$ cat src/rtl/prog_launcher.sv
// prog_launcher: initiator side of the Start/Done program-launch handshake.
// Launches NUM_PROGS programs back-to-back on each Go, times each program's
// RUN phase, and reports the per-program cycle count with a one-cycle strobe.
module prog_launcher #(
  parameter int unsigned NUM_PROGS  = 3,
  parameter int unsigned START_HOLD = 1,
  parameter int unsigned CW         = 16,
  parameter logic [CW-1:0] TIMEOUT  = 16'd4000,
  localparam int unsigned IW = (NUM_PROGS > 1) ? $clog2(NUM_PROGS) : 1
) (
  input  logic          Clk,
  input  logic          Reset,
  input  logic          Go,
  input  logic          Done,
  output logic          Start,
  output logic          Busy,
  output logic [IW-1:0] ProgIdx,
  output logic [CW-1:0] CycleCount,
  output logic          CycleValid,
  output logic          Timeout,
  output logic          AllDone
);

  // Hold counter only needs to reach START_HOLD-1.
  localparam int unsigned HW = (START_HOLD > 1) ? $clog2(START_HOLD) : 1;
  localparam logic [HW-1:0] HOLD_LAST = HW'(START_HOLD - 1);
  localparam logic [IW-1:0] IDX_LAST  = IW'(NUM_PROGS - 1);

  typedef enum logic [2:0] {
    S_IDLE   = 3'd0,
    S_LAUNCH = 3'd1,
    S_RUN    = 3'd2,
    S_RECORD = 3'd3,
    S_FINISH = 3'd4
  } state_t;

  state_t        r_state;
  logic [IW-1:0] r_prog_idx;
  logic [HW-1:0] r_hold;
  logic [CW-1:0] r_cnt;
  logic [CW-1:0] r_cycle_count;
  logic          r_timeout;
  logic          r_start;
  logic          r_busy;
  logic          r_cycle_valid;
  logic          r_all_done;

  state_t        w_state_nxt;
  logic [IW-1:0] w_prog_idx_nxt;
  logic [HW-1:0] w_hold_nxt;
  logic [CW-1:0] w_cnt_nxt;
  logic [CW-1:0] w_cycle_count_nxt;
  logic          w_timeout_nxt;
  logic [CW-1:0] w_cnt_inc;

  assign w_cnt_inc = r_cnt + CW'(1);

  // Next-state and next-datapath decode; outputs are derived from the next state.
  always_comb begin
    w_state_nxt       = r_state;
    w_prog_idx_nxt    = r_prog_idx;
    w_hold_nxt        = r_hold;
    w_cnt_nxt         = r_cnt;
    w_cycle_count_nxt = r_cycle_count;
    w_timeout_nxt     = r_timeout;

    case (r_state)
      S_IDLE, S_FINISH: begin
        if (Go) begin
          w_state_nxt    = S_LAUNCH;
          w_prog_idx_nxt = '0;
          w_timeout_nxt  = 1'b0;
          w_hold_nxt     = '0;
        end
      end

      S_LAUNCH: begin
        if (r_hold == HOLD_LAST) begin
          w_state_nxt = S_RUN;
          w_cnt_nxt   = '0;
        end else begin
          w_hold_nxt = r_hold + HW'(1);
        end
      end

      S_RUN: begin
        // Done takes priority over a coincident timeout.
        if (Done) begin
          w_state_nxt       = S_RECORD;
          w_cycle_count_nxt = w_cnt_inc;
        end else if (w_cnt_inc == TIMEOUT) begin
          w_state_nxt       = S_RECORD;
          w_cycle_count_nxt = TIMEOUT;
          w_timeout_nxt     = 1'b1;
        end else begin
          w_cnt_nxt = w_cnt_inc;
        end
      end

      S_RECORD: begin
        if (r_prog_idx == IDX_LAST) begin
          w_state_nxt = S_FINISH;
        end else begin
          w_state_nxt    = S_LAUNCH;
          w_prog_idx_nxt = r_prog_idx + IW'(1);
          w_hold_nxt     = '0;
        end
      end

      default: begin
        w_state_nxt = S_IDLE;
      end
    endcase
  end

  // State, datapath and registered-output update; synchronous reset wins.
  always_ff @(posedge Clk) begin
    if (Reset) begin
      r_state       <= S_IDLE;
      r_prog_idx    <= '0;
      r_hold        <= '0;
      r_cnt         <= '0;
      r_cycle_count <= '0;
      r_timeout     <= 1'b0;
      r_start       <= 1'b0;
      r_busy        <= 1'b0;
      r_cycle_valid <= 1'b0;
      r_all_done    <= 1'b0;
    end else begin
      r_state       <= w_state_nxt;
      r_prog_idx    <= w_prog_idx_nxt;
      r_hold        <= w_hold_nxt;
      r_cnt         <= w_cnt_nxt;
      r_cycle_count <= w_cycle_count_nxt;
      r_timeout     <= w_timeout_nxt;
      r_start       <= (w_state_nxt == S_LAUNCH);
      r_busy        <= (w_state_nxt == S_LAUNCH) || (w_state_nxt == S_RUN) ||
                       (w_state_nxt == S_RECORD);
      r_cycle_valid <= (w_state_nxt == S_RECORD);
      r_all_done    <= (w_state_nxt == S_FINISH);
    end
  end

  assign Start      = r_start;
  assign Busy       = r_busy;
  assign ProgIdx    = r_prog_idx;
  assign CycleCount = r_cycle_count;
  assign CycleValid = r_cycle_valid;
  assign Timeout    = r_timeout;
  assign AllDone    = r_all_done;

endmodule

$ cat config.mk
export PLATFORM = sky130hd
export DESIGN_NAME = prog_launcher
export DESIGN_NICKNAME = d
export VERILOG_FILES = /design/src/rtl/prog_launcher.sv
export SDC_FILE = /design/constraint.sdc
export NUM_CORES = 1
export LEC_CHECK = 0
export ABC_AREA = 1
export CAP_MARGIN = 25
export CORE_ASPECT_RATIO = 0.75
export CORE_MARGIN = 8
export CORE_UTILIZATION = 48
export DETAILED_ROUTE_END_ITERATION = 12
export PLACE_DENSITY = 0.71
export SLEW_MARGIN = 20
export SYNTH_ARGS = -nofsm -noshare
export SYNTH_HDL_FRONTEND = slang
export SYNTH_SLANG_ARGS = --single-unit
$ cat constraint.sdc
create_clock -name Clk -period 5.6 [get_ports Clk]
set_input_delay 0.84 -clock Clk [delete_from_list [all_inputs] [get_ports Clk]]
set_output_delay 0.84 -clock Clk [all_outputs]
set_load 0.02 [all_outputs]
==> summary.md <==
| Metric | Value |
|---|---|
| Pwr Total | 0.762 mW |
| TritonCTS clock tree | built |
| Drt drc | 0 |
| Register area | 841 sq um |
| Yosys warning count | 0 |
| Worst r2r dst | r_cnt[6] |
| Root Buffer | clkbuf_8 |
| CTS sink cnt | 42 |
| Global route total overflow | 0 |
| H-tree level count | 2 |
| R2R depth | 13 |
| Clock Path Buffers | 2 |
| Vias | 2143 |
| Clock slew at reported path FFs | 0.08 ns |
| Initial antenna violation count | 0 |
| Die area | roughly 7300 sq um |
| Main area contributors after synthesis | dfxtp_1, nand2_1, a21oi_1 |
| Worst EP required | 5.85 ns |
| Starting Density | 0.487 |
| WHS Endpoint | CycleCount[4] |
| R2R Setup Slk | 3.24 ns |
| CP startpoint kind | primary input |
| Hold Path Stages | 2 |
| Antenna diodes | 0 |
| Slew headroom | 0.509 |
| Area growth syn-to-layout | 16.1% |
| Number of max-cap violations | 0 |
| Number of post-CTS setup repair buffers | 0 |
| Final max-slew violation count | 0 |
| Most frequent cells in the layout | nand2_1, dfxtp_1, inv_1, nor2_1, a21oi_1 |
| Sequential share of the synthesized area | 0.362 |
| Core Region | 4760 sq um |
| First-pass GRT wire length | 8.83 mm |
| Endpoints failing setup | 0 |
| Number of synthesized flops with an enable pin | 0 |
| Largest net degree at the start of global routing | 37 |
| WL final | around 5.2 mm |
| Largest vdd supply drop | 0.132 mV |
| Most used cell, CP | inv_1 |
| Ys flop type | dfxtp_1 |
| TNS Setup | 0 ns |
| Cell Rows | 22 |
| Clock skew | 0.00751 ns |
| Worst-path cell chain | clkdlybuf4s50_1 > inv_1 > o21ai_0 > o21bai_1 > inv_1 |
| Crit path time final | about 2.5 ns |
| Area of the multi-input gates | 1250 sq um |
| Share of cells above drive strength 1 | 0.101 |
| Post-synth top area share | 0.362 |
| Port bufs | 26 |
| Vias per Instance | 5.01 |
| Netlist cell types | 26 |
| Asr flop ratio synth | 0 |
| Drt first pass iters | 5 |
| Worst path arrival time | about 2.8 ns |
| Power Density | between 200 and 300 nW/um^2 |
| Top-Level Pins | 27 |
| Leakage | approximately 1.1 nW |
| Syn_area_per_cell | 6.69 sq um |
| Fin crit share | 0.453 |
| Seq cells post-synth | 42 |
| Vias in the first global route | 1912 |
| Outcome | finished clean |
| Wire per inst | 12.2 microns |
| Post-synth top area cell | dfxtp_1 |
| Die W | between 90 and 100 microns |
| Crit-path max FO | 24 |
| Min-delay src | CycleCount[4] |
| Post-Synthesis Net Count | between 300 and 400 |
| Layout Nets | 374 |
| DRT antenna net count | 0 |
| Cts hold-fix bufs | 0 |
| Type of the most critical hold path | register to register |
| Mapped Area | about 2300 sq um |
| Total CTS buffers | 5 |
| Crit Path Category | primary input to register |
| Max Fclk | 394 MHz |
| 1st-iter DRT viols | around 160 |
| Cts repair resizes | 0 |
| Largest stage delay on the critical path | 0.75 ns |
| Worst-Skew Late Latency | 0.29 ns |
| Final hold vios | 0 |
| Worst-margin pin slew | between 0.7 and 0.8 ns |
| Detailed Place HPWL | about 3.7 mm |
| Fill cells | around 480 |
| Most common cell after layout, fill and taps aside | nand2_1 |
| Synthesized instance count | 347 |
| Reg2reg start | r_cnt[0] |
| Hold WS | 0.467 ns |
| Die Y | 76.2 microns |
| Crit path capture type | register |
| Gr usage total | 0.146 |
| RSZ-0062 raised after global routing | no |
| Max stage delay cell, worst path | clkdlybuf4s50_1 |
| Placer congestion estimate | 0.800 |
cells by family (layout without fill, tap and decap cells):
logic type	count (synthesis)	in the layout	synth area share
buffers and inverters	53	74	0.0998
XOR/XNOR	1	1	0.00378
AO/OA/AOI/OAI	45	45	0.105
adder cells (fa/ha/maj)	3	3	0.0162
flip-flops	42	42	0.362
AND/OR/NAND/NOR	203	203	0.413
registers in the layout, summed over array words and instances, names as in the netlist:
name        cells
AllDone         1
Busy            1
CycleCount     16
CycleValid      1
ProgIdx         2
Start           1
Timeout         1
r_cnt          16
r_state         3
critical path, delay by kind of cell:
family | cells | cell delay (ns)
compound gates | 2 | 0.40
buf+inv | 3 | 1.53
cell usage after synthesis (2+ instances only):
cell,count
nand3_1,26
buf_4,2
nor2_4,5
ha_1,3
nand3_2,12
a21oi_1,33
nand2_2,5
buf_1,2
nor3_1,2
nor2_2,4
o21bai_1,6
nand2_1,105
nand4_1,6
o21ai_0,4
buf_2,2
dfxtp_1,42
buf_6,3
clkbuf_1,6
inv_1,37
nor2_1,36
worst max path at each step:
stage / start / to / slack [ns] / cells after the start
2_1_floorplan: r_cnt[0] / CycleCount[0] / 3.66 / 15
3_3_place_gp: Reset / CycleCount[10] / 2.83 / 5
3_5_place_dp: Reset / CycleCount[10] / 2.79 / 5
4_1_cts: Reset / CycleCount[10] / 3.07 / 5
5_1_grt: Reset / CycleCount[10] / 2.83 / 5
6_report: Reset / CycleCount[10] / 3.06 / 5
report_power, final:
part | leakage [nW] | switching, mW | internal [mW]
Sequential | 0.343 | 0.0282 | 0.326
Clock | 0.0524 | 0.0987 | 0.133
Combinational | 0.721 | 0.112 | 0.0639
Total | 1.12 | 0.239 | 0.523
routing by layer:
metal | vias to the layer above | GRT usage | part of all wire
met3 | 7 | 0.0472 | 0.064
met4 | 0 | 0.0368 | 0.0086
met2 | 43 | 0.213 | 0.43
li1 | 1136 | - | -
met1 | 957 | 0.200 | 0.49
met5 | - | 0 | 0
through the flow:
stage	area, sq um	cells	setup WS, ns	util
floorplan	2320	347	3.66	-
global placement	2590	420	2.83	0.543
detailed placement	2590	420	2.79	0.543
CTS	2690	428	3.07	0.565
global route	2690	428	2.83	0.565
finish	2690	428	3.06	0.565
final cells by class:
cell class	count	area share
tap	60	0.0279
timing repair buffer	28	0.102
clock buffer	7	0.0283
clock inverter	1	0.0112
multi-input combinational	252	0.465
inverter	38	0.0530
sequential	42	0.312
Note: power is estimated with default switching activity, not from simulation.
